File: src/rtl/arp_tx_framer.sv
// ARP request/reply transmit framer: latches one job and streams a 60-byte
// Ethernet/ARP frame MSB-first on a valid/ready/last byte interface.
//
// state | meaning
// IDLE  | no frame in progress; jobs may be accepted (reply has priority)
// SEND  | frame streaming; byte index held in cnt, advances on valid&ready
module arp_tx_framer #(
  parameter logic [31:0] LOCAL_IP  = 32'hC0A8_006E,
  parameter logic [47:0] LOCAL_MAC = 48'hABCD_1234_5678
) (
  input  logic        logic_clk,
  input  logic        logic_rst_n,
  input  logic        trig_arp_qvalid_in,
  input  logic [31:0] trig_arp_ip_in,
  output logic        trig_arp_qready_out,
  input  logic        arp_reply_valid_in,
  input  logic [47:0] arp_reply_mac_in,
  input  logic [31:0] arp_reply_ip_in,
  output logic        arp_reply_ready_out,
  output logic [7:0]  arp_tx_data_out,
  output logic        arp_tx_valid_out,
  input  logic        arp_tx_ready_in,
  output logic        arp_tx_last_out
);

  localparam logic [0:0] ST_IDLE  = 1'b0;
  localparam logic [0:0] ST_SEND  = 1'b1;
  localparam logic [5:0] LAST_IDX = 6'd59;

  logic [0:0]  state;
  logic        armed;
  logic [5:0]  cnt;
  logic [5:0]  cnt_inc;
  logic        op_reply;
  logic [47:0] dst_mac;
  logic [47:0] tha;
  logic [31:0] tpa;
  logic [7:0]  data_q;
  logic        valid_q;
  logic        last_q;

  logic        accept_reply;
  logic        accept_req;
  logic        nxt_reply;
  logic [47:0] nxt_dst;
  logic [47:0] nxt_tha;
  logic [31:0] nxt_tpa;

  function automatic logic [7:0] mac_byte(input logic [47:0] m, input logic [2:0] k);
    logic [7:0] b;
    b = 8'h00;
    case (k)
      3'd0:    b = m[47:40];
      3'd1:    b = m[39:32];
      3'd2:    b = m[31:24];
      3'd3:    b = m[23:16];
      3'd4:    b = m[15:8];
      3'd5:    b = m[7:0];
      default: b = 8'h00;
    endcase
    return b;
  endfunction

  function automatic logic [7:0] ip_byte(input logic [31:0] a, input logic [1:0] k);
    logic [7:0] b;
    b = 8'h00;
    case (k)
      2'd0:    b = a[31:24];
      2'd1:    b = a[23:16];
      2'd2:    b = a[15:8];
      default: b = a[7:0];
    endcase
    return b;
  endfunction

  // Byte at frame position idx for the given job fields; bytes 42..59 are pad.
  function automatic logic [7:0] frame_byte(
    input logic [5:0]  idx,
    input logic [47:0] dst,
    input logic        is_reply,
    input logic [47:0] tha_v,
    input logic [31:0] tpa_v
  );
    logic [7:0] b;
    b = 8'h00;
    if (idx <= 6'd5) begin
      b = mac_byte(dst, 3'(idx));
    end else if (idx <= 6'd11) begin
      b = mac_byte(LOCAL_MAC, 3'(idx - 6'd6));
    end else if (idx <= 6'd21) begin
      case (idx)
        6'd12:   b = 8'h08;
        6'd13:   b = 8'h06;
        6'd14:   b = 8'h00;
        6'd15:   b = 8'h01;
        6'd16:   b = 8'h08;
        6'd17:   b = 8'h00;
        6'd18:   b = 8'h06;
        6'd19:   b = 8'h04;
        6'd20:   b = 8'h00;
        default: b = is_reply ? 8'h02 : 8'h01;
      endcase
    end else if (idx <= 6'd27) begin
      b = mac_byte(LOCAL_MAC, 3'(idx - 6'd22));
    end else if (idx <= 6'd31) begin
      b = ip_byte(LOCAL_IP, 2'(idx - 6'd28));
    end else if (idx <= 6'd37) begin
      b = mac_byte(tha_v, 3'(idx - 6'd32));
    end else if (idx <= 6'd41) begin
      b = ip_byte(tpa_v, 2'(idx - 6'd38));
    end else begin
      b = 8'h00;
    end
    return b;
  endfunction

  // armed keeps both readies low until the first edge after reset release
  assign arp_reply_ready_out = armed & (state == ST_IDLE);
  assign trig_arp_qready_out = armed & (state == ST_IDLE) & ~arp_reply_valid_in;

  assign accept_reply = arp_reply_ready_out & arp_reply_valid_in;
  assign accept_req   = trig_arp_qready_out & trig_arp_qvalid_in;
  assign cnt_inc      = cnt + 6'd1;

  always_comb begin
    nxt_reply = 1'b0;
    nxt_dst   = 48'hFFFF_FFFF_FFFF;
    nxt_tha   = 48'h0;
    nxt_tpa   = trig_arp_ip_in;
    if (arp_reply_valid_in) begin
      nxt_reply = 1'b1;
      nxt_dst   = arp_reply_mac_in;
      nxt_tha   = arp_reply_mac_in;
      nxt_tpa   = arp_reply_ip_in;
    end
  end

  always_ff @(posedge logic_clk or negedge logic_rst_n) begin
    if (!logic_rst_n) begin
      state    <= ST_IDLE;
      armed    <= 1'b0;
      cnt      <= 6'd0;
      op_reply <= 1'b0;
      dst_mac  <= 48'h0;
      tha      <= 48'h0;
      tpa      <= 32'h0;
      data_q   <= 8'h00;
      valid_q  <= 1'b0;
      last_q   <= 1'b0;
    end else begin
      armed <= 1'b1;
      case (state)
        ST_IDLE: begin
          if (accept_reply || accept_req) begin
            op_reply <= nxt_reply;
            dst_mac  <= nxt_dst;
            tha      <= nxt_tha;
            tpa      <= nxt_tpa;
            cnt      <= 6'd0;
            data_q   <= frame_byte(6'd0, nxt_dst, nxt_reply, nxt_tha, nxt_tpa);
            valid_q  <= 1'b1;
            last_q   <= 1'b0;
            state    <= ST_SEND;
          end
        end
        ST_SEND: begin
          if (arp_tx_ready_in) begin
            if (cnt == LAST_IDX) begin
              cnt     <= 6'd0;
              data_q  <= 8'h00;
              valid_q <= 1'b0;
              last_q  <= 1'b0;
              state   <= ST_IDLE;
            end else begin
              cnt    <= cnt_inc;
              data_q <= frame_byte(cnt_inc, dst_mac, op_reply, tha, tpa);
              last_q <= (cnt_inc == LAST_IDX);
            end
          end
        end
        default: state <= ST_IDLE;
      endcase
    end
  end

  assign arp_tx_data_out  = data_q;
  assign arp_tx_valid_out = valid_q;
  assign arp_tx_last_out  = last_q;

endmodule

File: config.mk
export PLATFORM = sky130hd
export DESIGN_NAME = arp_tx_framer
export DESIGN_NICKNAME = d
export VERILOG_FILES = /design/src/rtl/arp_tx_framer.sv
export SDC_FILE = /design/constraint.sdc
export NUM_CORES = 1
export LEC_CHECK = 0
export BUFFER_PORTS_ARGS = -buffer_cell sky130_fd_sc_hd__buf_2
export CAP_MARGIN = 10
export CORE_UTILIZATION = 50
export CTS_BUF_LIST = sky130_fd_sc_hd__clkbuf_4 sky130_fd_sc_hd__clkbuf_8 sky130_fd_sc_hd__clkbuf_16
export DETAILED_ROUTE_END_ITERATION = 16
export PLACE_DENSITY_LB_ADDON = 0.3
export SLEW_MARGIN = 20
export SYNTH_ARGS = -nofsm -noshare
export SYNTH_HDL_FRONTEND = slang
export SYNTH_SLANG_ARGS = --single-unit
export TNS_END_PERCENT = 20
File: constraint.sdc
create_clock -name logic_clk -period 3 [get_ports logic_clk]
set_input_delay 0.15 -clock logic_clk [delete_from_list [all_inputs] [get_ports logic_clk]]
set_output_delay 0.15 -clock logic_clk [all_outputs]
set_load 0.01 [all_outputs]
==> flow_summary.toml <==
[outcome]
run_status = "finished clean"

[floorplanning]
rows = 45
start_util_pct = 51.15
die_h_um = 126.7
io_pins = 129
core_mm2 = 0.01520
die-area_mm2 = 0.01606
die_w_um = 126.7

[logic_synthesis]
synthCells = 794
synthMuxAreaShare_pct = 4.377
synth-simple-area-share_pct = 13.26
ys.warnings.count = 0
ys_top_cells_by_area = "dfrtp_1, a22o_1, o22a_1"
avgSynthCellArea_um2 = 9.794
synth_largest_area_cell = "dfrtp_1"
postSynthRegisterBits = 147
synth-edff-count = 0
synthXorXnorAreaFrac_pct = 0.6597
synth_top_family_by_area = "compound AO/OA/AOI/OAI gates"
synth_largest_type_area_fraction_pct = 47.30
synth_nets = 918
synth_compound_area_share_pct = 28.72
syn_area_mm2 = 0.007776
synthFlopType = "dfrtp_1"
synthArstFlopShare_pct = 100.0
synth_sequential_area_ratio_pct = 47.30
yosys.area_share.adder_pct = 1.126
synth_cell_types = 72

[critical_path]
worst-endpoint-arrival_ns = 3.01
endpoint_kind = "flop"
cp_max_fo = 7
cp-start-kind = "flop"
critPathKind = "flop to flop"
critPathMaxStageDelay_ns = 0.39
crit_path_top_delay_cell = "dfrtp_1"
required_ns = 3.32
cp_cell_sequence = "buf_4, inv_1, ha_1, nor2_1, a221o_1, or3_4, a21oi_1, nor4b_2, a211oi_1, a211o_1"

[route]
num_vias = 7290
wire_per_inst_um = 20.17
met2_length_um = 10950
drt-vias-per-instance = 6.247
route.top_layer_used = "met4"
drc_errors = 0
routed_wl_um = 23540
wl_met3_um = 1867
drtIter0Drc = 856
ant_nets = 0
firstDrtPassIters = 5
wl_met1_um = 10310

[layout]
nets = 1090
final_common_cell = "dfrtp_1"
fin_util_pct = 65.10
final_cell_mix = "dfrtp_1, buf_2, nand2_1"
antennaDiodeCount = 0
nFillCells = 1235
drive_gt1_share_pct = 22.88
area_growth_pct = 27.27

[sta]
worst_slew_pin_slew_ns = 0.7727
finClkSkew_ns = 0.008048
maxSlewViolCount = 0
fmax_mhz = 372.5
period_share_pct = 89.49
timing.setup.tns_ns = 0
fin_crit_ns = 2.685
setup_viol = 0
fin_ws_ns = 0.3154
relSlewSlack_pct = 48.49
rsz0062_at_grt = "no"
finalHoldViolations = 0

[cts]
root_buffer = "clkbuf_16"
clk_pin_slew_ns = 0.06
cts_setup_buffers = 0
clkSinkCount = 147
cts_buffers = 17
clk_latency_ns = 0.44
h-tree-depth = 4
tritoncts = "built"
clock_tree.buffer_depth = 2

[global_route]
grt.overflow.total = 0
grt_usage_pct = 30.76
grt_pass1_wl_um = 37990
grt_pass1_vias = 7077
grt_start_max_net_pins = 64
antenna_found_initial = 0

[worst_hold_path]
hp-class = "primary input to flop"

[power]
p_total_w = 0.009630
ir_worst_vdd_v = 0.0005211
clockPowerShare_pct = 23.4
p_leak_nw = 4.511
combPwrFrac_pct = 43.8
seqPwrFrac_pct = 32.8
p_switching_w = 0.003735
powerDensity_mw_per_mm2 = 973.0
p_int_w = 0.005894
power.share.switching_pct = 38.79

[place]
gp_congestion = 0.9863
dpl.hpwl_um = 15790
dp_slack_ns = 0.2460
numPortBuffers = 128

[job]
maxCapViolations = 0
[cell families after synthesis]
logic type,count (synthesis)
and+or+nand+nor,222
muxes,34
AOI/OAI and AO/OA,296
other,1
adders and majority gates,7
buffers and inverters,82
xor gates and xnor gates,5
DFF,147
[layout make-up]
type	count	area [µm²]	share of cell area, %
clock buffer	22	475.5	4.804
clock inverter	10	145.1	1.466
sequential	147	3679	37.17
timing repair buffer	227	1563	15.79
tap	188	235.2	2.377
inverter	8	30.03	0.3034
multi-input combinational	565	3770	38.09
[stage by stage]
stage          hold WS [ns]  instances  area [µm²]
3_3_place_gp         0.1770       1081        8733
2_1_floorplan       -0.1456        794        7776
4_1_cts           0.0003330       1167        9894
6_report          0.0008618       1167        9897
3_5_place_dp         0.1801       1081        8733
5_1_grt             0.01246       1167        9897
[synth_stat cells (3+ instances only)]
master and count:
dfrtp_1 147, nand2_1 107, o21ai_0 60, a22o_1 54, clkbuf_1 48, o22a_1 48, nor2_1 36, mux2i_1 34
a21oi_1 33, a222oi_1 15, nand3_1 15, nor2b_1 15, nor3_1 14, a22oi_1 13, buf_2 13, a221oi_1 10
buf_1 8, nand4_1 8, a31oi_1 7, ha_1 7, inv_1 7, and2_1 6, nand2b_1 4, o211ai_1 4
o21ai_1 4, o22ai_1 4, o311ai_0 4, a21o_1 3, a221o_1 3, and3b_1 3, buf_4 3, o221ai_1 3
o31ai_1 3, xnor2_1 3
[critical path, delay by kind of cell (launching register included)]
kind | cells | cell delay (ns)
adders and majority gates | 1 | 0.24
DFF | 1 | 0.39
AOI/OAI and AO/OA | 4 | 0.94
buffers and inverters | 2 | 0.33
and+or+nand+nor | 3 | 0.67
[per-layer routing]
layer,track usage (%),up-vias
li1,-,3331
met4,9.244,0
met1,43.49,3574
met2,48.13,350
met5,0,-
met3,6.031,35
[power groups by stage]
stage	Clock, W	Sequential (W)	Combinational, W
floorplan	0	0.00299	0.00285
global placement	0	0.00315	0.00402
detailed placement	0	0.00316	0.00405
CTS	0.00227	0.00314	0.00413
global route	0.00236	0.00323	0.00458
finish	0.00225	0.00316	0.00422
[final timing paths]
check                                         from            endpoint  slack (ns)  cells past startpoint
worst max-delay path                        cnt[0]  arp_tx_data_out[0]        0.32                     10
worst min-delay path            trig_arp_ip_in[28]             tpa[28]      0.0009                      3
worst max register to register              cnt[0]  arp_tx_data_out[0]        0.32                     10
worst min register to register             tpa[15]             tpa[15]        0.48                      2
max in group asynchronous              logic_rst_n             tha[29]        1.98                      3
min in group asynchronous              logic_rst_n              cnt[4]        0.27                      2
[repair_timing]
item	CTS	global route
resized for setup	0	1
hold endpoints to repair	154	0
hold buffers	54	0
endpoints found under the setup margin	0	1
[state kept, by name, summed over array words and instances (netlist names)]
register / count
cnt: 6
tha: 48
arp_tx_valid_out: 1
tpa: 32
arp_tx_last_out: 1
op_reply: 1
dst_mac: 48
state: 1
armed: 1
arp_tx_data_out: 8
(Power assumes the default switching activity.)
